[config.mk]
export PLATFORM = sky130hd
export DESIGN_NAME = memory_mapped_io_controller
export DESIGN_NICKNAME = d
export VERILOG_FILES = /design/src/rtl/memory_mapped_io_controller.sv
export SDC_FILE = /design/constraint.sdc
export NUM_CORES = 1
export LEC_CHECK = 0
export ABC_CLOCK_PERIOD_IN_PS = 7000
export BUFFER_PORTS_ARGS = -buffer_cell sky130_fd_sc_hd__buf_4
export CAP_MARGIN = 20
export CORE_MARGIN = 5
export CORE_UTILIZATION = 50
export CTS_BUF_LIST = sky130_fd_sc_hd__clkbuf_4 sky130_fd_sc_hd__clkbuf_8
export CTS_CLUSTER_DIAMETER = 60
export DETAILED_ROUTE_END_ITERATION = 7
export HOLD_SLACK_MARGIN = 0.02
export PLACE_DENSITY = 0.69
export SLEW_MARGIN = 20
export SYNTH_ARGS = -nofsm -noshare
export SYNTH_HDL_FRONTEND = slang
export SYNTH_SLANG_ARGS = --single-unit
[constraint.sdc]
create_clock -name clock -period 7 [get_ports clock]
set_clock_uncertainty 0.1 [all_clocks]
set_input_delay 0.35 -clock clock [delete_from_list [all_inputs] [get_ports clock]]
set_output_delay 0.35 -clock clock [all_outputs]
set_load 0.01 [all_outputs]
[src/rtl/memory_mapped_io_controller.sv]
// Memory-mapped I/O block for the LC-3 core: debounced accept capture into
// ISR/IDR, display status/data registers and a multiplexed hex display scanner.
module memory_mapped_io_controller #(
   parameter int          DATA_WIDTH             = 16,
   parameter int          DISPLAY_DIGITS         = 4,
   parameter int          DEBOUNCE_CYCLES        = 1000000,
   parameter int          REFRESH_CYCLES         = 100000,
   parameter logic [15:0] INPUT_STATUS_ADDRESS   = 16'hFE00,
   parameter logic [15:0] INPUT_DATA_ADDRESS     = 16'hFE02,
   parameter logic [15:0] DISPLAY_STATUS_ADDRESS = 16'hFE04,
   parameter logic [15:0] DISPLAY_DATA_ADDRESS   = 16'hFE06
) (
   input  logic                      clock,
   input  logic                      reset,
   input  logic [15:0]               address,
   input  logic                      write_enable,
   input  logic                      read_enable,
   input  logic [DATA_WIDTH-1:0]     write_data,
   output logic [DATA_WIDTH-1:0]     read_data,
   input  logic [DATA_WIDTH-1:0]     switch,
   input  logic                      accept,
   output logic                      interrupt_request,
   output logic [6:0]                segments,
   output logic [DISPLAY_DIGITS-1:0] annodes
);

   localparam int DBC_W = $clog2(DEBOUNCE_CYCLES + 1);
   localparam int REF_W = $clog2(REFRESH_CYCLES + 1);
   localparam int IDX_W = (DISPLAY_DIGITS > 1) ? $clog2(DISPLAY_DIGITS) : 1;

   logic                  accept_meta;
   logic                  accept_sync;
   logic                  accept_debounced;
   logic [DBC_W-1:0]      debounce_count;
   logic                  debounce_done;
   logic                  capture;

   logic [DATA_WIDTH-1:0] input_data;
   logic                  input_ready;
   logic                  overrun;
   logic                  interrupt_enable;
   logic                  display_blank;
   logic [DATA_WIDTH-1:0] display_data;

   logic                  sel_isr, sel_idr, sel_dsr, sel_ddr;
   logic                  idr_read;
   logic [DATA_WIDTH-1:0] read_value;

   logic [REF_W-1:0]      refresh_count;
   logic [IDX_W-1:0]      digit_index;
   logic [3:0]            digit_nibble;
   logic [DISPLAY_DIGITS-1:0] anode_pattern;

   function automatic logic [6:0] hex_glyph(input logic [3:0] nibble);
      logic [6:0] glyph;
      case (nibble)
         4'h0: glyph = 7'b0000001;
         4'h1: glyph = 7'b1001111;
         4'h2: glyph = 7'b0010010;
         4'h3: glyph = 7'b0000110;
         4'h4: glyph = 7'b1001100;
         4'h5: glyph = 7'b0100100;
         4'h6: glyph = 7'b0100000;
         4'h7: glyph = 7'b0001111;
         4'h8: glyph = 7'b0000000;
         4'h9: glyph = 7'b0000100;
         4'hA: glyph = 7'b0001000;
         4'hB: glyph = 7'b1100000;
         4'hC: glyph = 7'b0110001;
         4'hD: glyph = 7'b1000010;
         4'hE: glyph = 7'b0110000;
         default: glyph = 7'b0111000;
      endcase
      return glyph;
   endfunction

   // The debounced level flips on the edge where the counter has seen
   // DEBOUNCE_CYCLES consecutive disagreeing samples; a rising flip is a capture.
   assign debounce_done = (debounce_count == DBC_W'(DEBOUNCE_CYCLES - 1));
   assign capture       = (accept_sync != accept_debounced) && debounce_done && accept_sync;

   always_ff @(posedge clock or posedge reset) begin
      if (reset) begin
         accept_meta      <= 1'b0;
         accept_sync      <= 1'b0;
         accept_debounced <= 1'b0;
         debounce_count   <= '0;
      end else begin
         accept_meta <= accept;
         accept_sync <= accept_meta;
         if (accept_sync == accept_debounced) begin
            debounce_count <= '0;
         end else if (debounce_done) begin
            accept_debounced <= accept_sync;
            debounce_count   <= '0;
         end else begin
            debounce_count <= debounce_count + 1'b1;
         end
      end
   end

   assign sel_isr  = (address == INPUT_STATUS_ADDRESS);
   assign sel_idr  = (address == INPUT_DATA_ADDRESS);
   assign sel_dsr  = (address == DISPLAY_STATUS_ADDRESS);
   assign sel_ddr  = (address == DISPLAY_DATA_ADDRESS);
   assign idr_read = read_enable && sel_idr;

   always_comb begin
      read_value = '0;
      if (sel_isr) begin
         read_value[DATA_WIDTH-1] = input_ready;
         read_value[DATA_WIDTH-2] = overrun;
         read_value[DATA_WIDTH-3] = interrupt_enable;
      end else if (sel_idr) begin
         read_value = input_data;
      end else if (sel_dsr) begin
         read_value[DATA_WIDTH-1] = 1'b1;
         read_value[0]            = display_blank;
      end else if (sel_ddr) begin
         read_value = display_data;
      end
   end

   always_ff @(posedge clock or posedge reset) begin
      if (reset) begin
         read_data         <= '0;
         input_data        <= '0;
         input_ready       <= 1'b0;
         overrun           <= 1'b0;
         interrupt_enable  <= 1'b0;
         display_blank     <= 1'b0;
         display_data      <= '0;
         interrupt_request <= 1'b0;
      end else begin
         if (read_enable) begin
            read_data <= read_value;
         end
         interrupt_request <= input_ready & interrupt_enable;
         // A capture coinciding with the IDR read refills the now-empty register.
         if (capture) begin
            if (!input_ready || idr_read) begin
               input_data  <= switch;
               input_ready <= 1'b1;
               overrun     <= 1'b0;
            end else begin
               overrun <= 1'b1;
            end
         end else if (idr_read) begin
            input_ready <= 1'b0;
            overrun     <= 1'b0;
         end
         if (write_enable && sel_isr) begin
            interrupt_enable <= write_data[DATA_WIDTH-3];
         end
         if (write_enable && sel_dsr) begin
            display_blank <= write_data[0];
         end
         if (write_enable && sel_ddr) begin
            display_data <= write_data;
         end
      end
   end

   always_comb begin
      digit_nibble  = 4'h0;
      anode_pattern = '1;
      for (int d = 0; d < DISPLAY_DIGITS; d++) begin
         if (digit_index == IDX_W'(d)) begin
            digit_nibble     = display_data[4*d +: 4];
            anode_pattern[d] = 1'b0;
         end
      end
   end

   // segments and annodes are registered together so digits never glitch.
   always_ff @(posedge clock or posedge reset) begin
      if (reset) begin
         refresh_count <= '0;
         digit_index   <= '0;
         segments      <= 7'b0000001;
         annodes       <= ~DISPLAY_DIGITS'(1);
      end else begin
         if (refresh_count == REF_W'(REFRESH_CYCLES - 1)) begin
            refresh_count <= '0;
            if (digit_index == IDX_W'(DISPLAY_DIGITS - 1)) begin
               digit_index <= '0;
            end else begin
               digit_index <= digit_index + 1'b1;
            end
         end else begin
            refresh_count <= refresh_count + 1'b1;
         end
         segments <= hex_glyph(digit_nibble);
         annodes  <= display_blank ? '1 : anode_pattern;
      end
   end

endmodule

==> reports/qor.yml, run 1 <==
timing.rr.start: "debounce_count[0]"
synth.distinct_cells: 48
fp.dieW_um: 111
syn_inst: 442
wl_mm: 10.3
htreeDepth: 3
ant_nets: 0
fin_crit_ps: 2710
grt_pass1_wl_mm: 17.6
drt_iter0_drc: 123
die_h_um: 111
clock_path_buffers: 2
overflow: 0
dr.pass1.iters: 4
synth-seq-cells: 106
power_leakage_nw: 2.84
startpoint: "debounce_count[0]"
reg2regPathDepth: 6
hold_viol: 0
row_count: 37
synth_largest_area_cell: "dfrtp_1"
cts_resized: 0
endpoint: "input_data[15]"
cp_data_required_time_ps: 7150
clk_latency_ps: 360
period_share_pct: 38.7
grt_pass1_vias: 3564
finalMaxSlewViolations: 0
max_slew.worst_pin.slew_ps: 1040
ir_drop_v: 0.0000880
cts_root_buf: "clkbuf_8"
power_density_nw_per_um2: 169
criticalPathCategory: "reg2reg"
grtUsageTotal_pct: 17.4
syn_area_sq_um: 5140
rrSetupSlack_ps: 4290
gp_congestion: 0.828
synthFlopType: "dfrtp_1"
arrival_ps: 2850
core-area_sq_um: 10200
synthTopCellsByArea: "dfrtp_1 (50%), mux2_2 (6.8%), mux2_4 (5.8%)"
max_freq_mhz: 369
synth_warnings: 0
hold_path.class: "in2reg"
slew_headroom_pct: 30.9
ys_async_sr_fraction_pct: 100
clk_pin_slew_ps: 100
postCtsSetupBuffers: 0
antenna_found_initial: 0
io_buffers: 80
place_ws_ps: 4240
cts_tree: "built"
die_area_sq_um: 12400
cts.sinks: 106
tns_ps: 0
io_pins: 81
initial_core_util_pct: 50.5
synth-edff-count: 0
syn_nets: 507
maxCapViolCount: 0
avgRoutedWirePerCell_um: 15.6
layout-drive-gt1-share_pct: 32.3
routed_via_density: 5.19
synth_top_area_share_pct: 49.7
via_count: 3442
status: "complete, no violations"
synth_area_per_cell_sq_um: 11.6
seq_area_frac_synth_pct: 51.7
grt_setup_unrepaired: "false"
syn2layout_area_growth_pct: 17.5
setup_viol: 0
dp_hpwl_mm: 7.34
critPathLaunchType: "flip-flop"
endpoint_kind: "flip-flop"
n_antenna_cell: 0
nets: 587
reg2reg_to: "input_data[15]"
cts_hold_buf: 2
drc_errors: 0
cts_buffers: 9
grt_max_degree: 58
fin_ws_ps: 4290
path_max_fanout: 16
[area by class of cell]
type                    instances  area (sq um)
clock inverters                 6          41.3
flip-flops and latches        106          2660
multi-input cells             294          2290
clock buffers                  10           138
fillers                       871          4150
well taps                     136           170
inverters                      28           108
repair buffers                 83           628
[where the power goes]
| part | switching [mW] | leakage [nW] | internal [mW] |
|---|---|---|---|
| registers | 0.00227 | 1.44 | 0.615 |
| clock network | 0.206 | 0.0847 | 0.139 |
| logic | 0.0298 | 1.32 | 0.0261 |
[worst max-delay path, cell delays in order (launching register included)]
cell,delay [ps]
dfrtp_1,400
ha_1,220
and4_1,250
nand4_2,150
nor4_4,200
and2_1,860
mux2_2,420
[registers in the layout, summed over array words and instances, names as in the netlist, 2 cells and up]
register        flops
read_data          16
digit_index         2
debounce_count     20
segments            7
display_data       16
refresh_count      17
annodes             4
input_data         16
[routing by layer]
metal / share of wire, % / global-route usage [%] / up-vias
li1: - / - / 1687
met1: 48 / 24.4 / 1672
met2: 46 / 27.1 / 65
met3: 3.5 / 4.08 / 18
met4: 1.8 / 5.76 / 0
met5: 0 / 0 / -
[kinds of logic after synthesis]
kind of cell / synth area share, %
flops: 51.7
buf+inv: 3.77
xor+xnor: 5.62
simple gates: 16.4
mux: 14.8
compound gates: 4.80
fa+ha+maj: 2.92
[worst min path at each step]
stage	start	end	slack (ps)	cells past startpoint
floorplan	accept_meta	accept_sync	230	0
global placement	accept_meta	accept_sync	230	0
detailed placement	accept_meta	accept_sync	240	0
CTS	switch[3]	input_data[3]	90	2
global route	switch[4]	input_data[4]	80	2
finish	switch[3]	input_data[3]	110	2
[layout by cell type, fill, tap and decap left out, types with 2 or more instances in the layout]
cell           count
o21ai_0           18
nand4_1           11
nor3_1             6
o22ai_1            4
a31oi_1            2
inv_1             27
and2_1             3
nand3b_1           3
mux2_2            31
nor4b_2            2
xnor2_1           14
and3_1             4
nand4_2            2
dlygate4sd3_1      2
and4_1             6
nand2b_1           9
clkinvlp_4         3
clkinv_2           2
a31oi_2            2
mux2_4            20
mux2i_1           11
xor2_1            19
nand2_1           21
nand3_1           23
a22oi_1            4
ha_1              12
or2_2              3
a21oi_1            5
a22o_1             3
dfstp_2            4
dfrtp_1          102
clkbuf_8          10
nor2_1            42
buf_4             81
[synth_stat cells (all sizes together) (10+ instances only)]
library cell and n:
dfrtp 102, mux2 51, nor2 43, inv 28
nand3 24, nand2 21, xor2 19, o21ai 18
xnor2 14, nand4 13, ha 12, mux2i 11
buf 10
[stage by stage]
step / std cells / instance area (sq um) / power, mW / utilization (%) / hold WS, ps
floorplan: 442 / 5140 / 0.651 / - / 231
global placement: 645 / 5830 / 0.685 / 57.2 / 233
detailed placement: 645 / 5830 / 0.685 / 57.2 / 240
CTS: 663 / 6030 / 1.03 / 59.2 / 86.1
global route: 663 / 6040 / 1.07 / 59.3 / 81.0
finish: 663 / 6040 / 1.02 / 59.3 / 109
Power figures use the tool's default switching activity.
==> run 2: changes to the inputs <==
ABC_CLOCK_PERIOD_IN_PS = 2800   (was 7000)
clock period = 2.8 ns   (was 7 ns; I/O delays follow)
==> reports/qor.yml, run 2 (synthesis results as in run 1) <==
cts_buffers: 9
path_depth: 8
critPathMaxStageDelay_ps: 410
wl_met3_um: 519
grt_pass1_wl_mm: 18.7
via_count: 3598
gp_congestion: 0.872
fin_crit_ps: 2420
dr.pass1.iters: 4
place_ws_ps: 412
grt_setup_unrepaired: "false"
layout_common_cells: "dfrtp_1 (102), buf_4 (85), nor2_1 (42)"
routed_via_density: 5.14
clk_pin_slew_ps: 100
grt_max_degree: 56
p_clk_share_pct: 36.0
cts_root_buf: "clkbuf_8"
htreeDepth: 3
row_count: 37
dp_hpwl_mm: 7.73
max_slew.worst_pin.slew_ps: 715
cts.sinks: 106
postCtsSetupBuffers: 0
setup_viol: 0
final_cell_area_sq_um: 6430
ir_drop_v: 0.000267
syn2layout_area_growth_pct: 25.1
power_leakage_nw: 3.02
maxCapViolCount: 0
period_share_pct: 86.3
layout_commonest_cell: "dfrtp_1"
fp.dieW_um: 111
power_switching_share_pct: 22.5
cts_tree: "built"
top_regs: "debounce_count x20, refresh_count x17"
io_buffers: 80
holdPathStages: 3
drt_iter0_drc: 144
clock_path_buffers: 2
io_pins: 81
seq_power_share_pct: 57.3
avgRoutedWirePerCell_um: 15.9
crit_top_cell: "ha_1"
grt_pass1_vias: 3732
tns_ps: 0
critical-path-top-delay-family: "adder cells"
placed_cell_area_sq_um: 5880
status: "complete, no violations"
antenna_found_initial: 0
reg2regPathDepth: 8
arrival_ps: 2570
fill_cells: 812
hold_viol: 0
initial_core_util_pct: 50.5
path_buf_inv: 1
fin_hold_ws_ps: 46.5
drc_errors: 0
clk_latency_ps: 360
wl_mm: 11.1
wl_met1_mm: 5.19
critPathLaunchType: "flip-flop"
layout-drive-gt1-share_pct: 30.9
die_h_um: 111
cp_data_required_time_ps: 2950
worstPathCellList: "ha_1 -> nor2_1 -> a22o_1 -> a31oi_1 -> inv_1 -> ha_1 -> o21ai_0 -> mux2i_1"
nets: 624
p_switching_uw: 605
fin_ws_ps: 382
ant_nets: 0
max_freq_mhz: 414
overflow: 0
endpoint_kind: "flip-flop"
grtUsageTotal_pct: 18.5
rrSetupSlack_ps: 380
finalMaxSlewViolations: 0
routed.top_layer: "met4"
largest_reg_flops: 20
p_comb_share_pct: 6.7
slowest_stage: "dfrtp_1"
power_density_nw_per_um2: 419
final_cells: 700
core-area_sq_um: 10200
hold_path.class: "in2reg"
top_register: "debounce_count"
criticalPathCategory: "reg2reg"
die_area_sq_um: 12400
p_int_mw: 2.09
n_antenna_cell: 0
slew_headroom_pct: 52.0
wl_met2_mm: 5.28
path_max_fanout: 12
dpl.cell_count: 650
-- run 2: cell type report --
class	instances	area (sq um)	share of cell area [%]
well taps	136	170	2.65
clock buffers	11	145	2.26
flip-flops and latches	106	2660	41.3
clock inverters	5	62.6	0.973
inverters	28	109	1.69
multi-input cells	294	2290	35.6
repair buffers	120	998	15.5
-- run 2: tightest hold or removal path, cell delays in order --
cell and delay (ps):
buf_4 130, nand2_1 60, mux2_2 140
-- run 2: per-layer routing --
metal,vias up,GRT usage [%]
met2,91,29.8
li1,1762,-
met3,14,4.40
met1,1731,25.1
met4,0,5.19
met5,-,0
-- run 2: what timing repair did --
action | CTS | global route
hold endpoints to repair | 51 | 0
resized for setup | 0 | 0
setup endpoints to repair | 0 | 0
hold buffers | 34 | 0
-- run 2: final timing paths --
kind,startpoint,to
worst max-delay path,digit_index[0],segments[5]
worst min-delay path,write_enable,interrupt_enable
worst max register to register,digit_index[0],segments[5]
worst min register to register,accept_meta,accept_sync
max in group asynchronous,reset,segments[0]
min in group asynchronous,reset,debounce_count[9]
-- run 2: through the flow --
| stage | power, mW | utilization (%) |
|---|---|---|
| 2_1_floorplan | 1.63 | - |
| 6_report | 2.69 | 63.1 |
| 3_5_place_dp | 1.72 | 57.8 |
| 3_3_place_gp | 1.71 | 57.8 |
| 5_1_grt | 2.81 | 63.1 |
| 4_1_cts | 2.74 | 63.1 |
-- run 2: power by group through the flow --
stage	combinational, mW	sequential [mW]	clock, mW
floorplan	0.0561	1.57	0
global placement	0.143	1.57	0
detailed placement	0.145	1.57	0
CTS	0.183	1.54	1.01
global route	0.198	1.54	1.07
finish	0.180	1.54	0.970
==> run 3: changes to the inputs <==
ABC_AREA = 1   (was not set)
CORE_UTILIZATION = 57   (was 50)
PLACE_DENSITY = 0.77   (was 0.69)
==> reports/qor.yml, run 3 <==
grtUsageTotal_pct: 23.6
synth_warnings: 0
setup_viol: 0
syn_nets: 773
drt_iter0_drc: 272
ir_drop_v: 0.000326
crit_top_cell: "nand2_1"
max_slew.worst_pin.slew_ps: 827
antenna_found_initial: 0
fin_crit_ps: 2390
finalMaxSlewViolations: 0
wl_met3_um: 747
synth_largest_area_cell: "dfrtp_1"
cts_root_buf: "clkbuf_8"
initial_core_util_pct: 58.9
final_cells: 956
register_area_sq_um: 2660
power_switching_share_pct: 20.7
largest_reg_flops: 20
status: "complete, no violations"
ys_async_sr_fraction_pct: 100
layout_commonest_cell: "nand2_1"
postCtsSetupBuffers: 0
max_freq_mhz: 418
tns_ps: 0
cts_hold_buf: 36
postLayoutCoreUtil_pct: 73.3
die_area_sq_um: 11700
critPathMaxStageDelay_ps: 430
synth_common_cells: "nand2_1 (210), inv_1 (111), dfrtp_1 (102)"
htreeDepth: 3
io_pins: 81
maxCapViolCount: 0
dpl.cell_count: 904
synth_top_area_share_pct: 46.6
syn2layout_area_growth_pct: 24.4
worstPathCellList: "inv_1 -> ha_1 -> a21oi_1 -> nand2_1 -> a22oi_1 -> inv_1 -> ha_1 -> nand2_1 -> o21ai_0 -> nand2_1 -> o21ai_0"
ant_nets: 0
path_buf_inv: 2
power_density_nw_per_um2: 416
die_h_um: 108
via_count: 4859
criticalPathCategory: "reg2reg"
hold_path.class: "in2reg"
endpoint_kind: "flip-flop"
p_int_mw: 2.24
yosysMostFrequentCell: "nand2_1"
fin_ws_ps: 407
gp_congestion: 0.921
place_ws_ps: 423
critPathLaunchType: "flip-flop"
cts_buffers: 9
routed_via_density: 5.08
slowest_stage: "dfrtp_1"
top_register: "debounce_count"
layout-drive-gt1-share_pct: 13.7
grt_max_degree: 47
period_share_pct: 85.5
path_max_fanout: 9
drc_errors: 0
holdPathStages: 6
overflow: 0
routed.top_layer: "met4"
fp.dieW_um: 108
wl_mm: 12.9
core-area_sq_um: 9280
slew_headroom_pct: 44.8
wl_met1_mm: 5.69
synth-seq-cells: 106
dp_hpwl_mm: 9.14
fill_cells: 697
synthFlopType: "dfrtp_1"
cts_resized: 0
syn_inst: 708
dr.pass1.iters: 5
grt_setup_unrepaired: "false"
seq_area_frac_synth_pct: 48.6
avgRoutedWirePerCell_um: 13.5
p_comb_share_pct: 6.3
layout_common_cells: "nand2_1 (210), inv_1 (110), dfrtp_1 (102)"
arrival_ps: 2520
synthTopCellsByArea: "dfrtp_1 (47%), nand2_1 (14%), inv_1 (7.6%)"
cts_tree: "built"
seq_power_share_pct: 54.3
synth_area_per_cell_sq_um: 7.73
clock_path_buffers: 2
multi_input_area_sq_um: 2310
top_regs: "debounce_count x20, refresh_count x17"
power_leakage_nw: 3.58
wl_met2_mm: 6.34
clk_pin_slew_ps: 100
grt_pass1_vias: 4671
syn_area_sq_um: 5470
hold_viol: 0
reg2regPathDepth: 11
critical-path-top-delay-family: "compound AO/OA/AOI/OAI gates"
synth-edff-count: 0
grt_pass1_wl_mm: 21.9
p_switching_uw: 587
cp_data_required_time_ps: 2920
cts.sinks: 106
nets: 888
row_count: 35
clk_latency_ps: 360
io_buffers: 80
synth.distinct_cells: 39
n_antenna_cell: 0
path_depth: 11
p_clk_share_pct: 39.4
run 3: area by class of cell:
cell class | count | share of cell area, %
repair buffers | 119 | 14.8
well taps | 129 | 2.37
inverters | 112 | 6.23
multi-input cells | 475 | 34.0
flip-flops and latches | 106 | 39.1
clock inverters | 5 | 1.51
clock buffers | 10 | 2.02
run 3: logic make-up (layout without fill, tap and decap cells):
kind of cell,count (synthesis),count (layout),share of synthesized area (%)
and+or+nand+nor,380,380,30.1
buffers and inverters,127,246,9.17
DFF,106,106,48.6
AOI/OAI and AO/OA,66,66,6.68
xor gates and xnor gates,17,17,2.72
adders and majority gates,12,12,2.74
run 3: worst paths after layout:
path | start | endpoint | slack (ps)
max | digit_index[0] | segments[1] | 410
min | address[3] | interrupt_enable | 120
max reg2reg | digit_index[0] | segments[1] | 410
min reg2reg | accept_meta | accept_sync | 260
max in group asynchronous | reset | annodes[1] | 1860
min in group asynchronous | reset | interrupt_enable | 200
run 3: layer usage:
| metal | global-route usage (%) | up-vias |
|---|---|---|
| met1 | 31.9 | 2280 |
| li1 | - | 2431 |
| met4 | 5.41 | 0 |
| met5 | 0 | - |
| met2 | 39.8 | 134 |
| met3 | 4.12 | 14 |
run 3: stage by stage:
stage	cell area (sq um)	hold WS, ps	total power, mW
final	6800	117	2.83
after global routing	6800	141	2.94
after CTS	6780	99.1	2.85
after detailed placement	6180	151	1.70
after global placement	6180	152	1.70
after floorplan	5480	71.4	1.62
run 3: tightest hold or removal path: stages:
cell and delay (ps):
buf_4 80, nor2_1 40, nand2_1 50, nor2_1 50, nand2_1 110, o31ai_1 70
run 3: power by group through the flow:
stage / clock [mW] / combinational [mW] / sequential [mW]
floorplan: 0 / 0.0545 / 1.57
global placement: 0 / 0.129 / 1.57
global route: 1.20 / 0.197 / 1.54
CTS: 1.14 / 0.174 / 1.54
detailed placement: 0 / 0.133 / 1.57
finish: 1.12 / 0.178 / 1.54
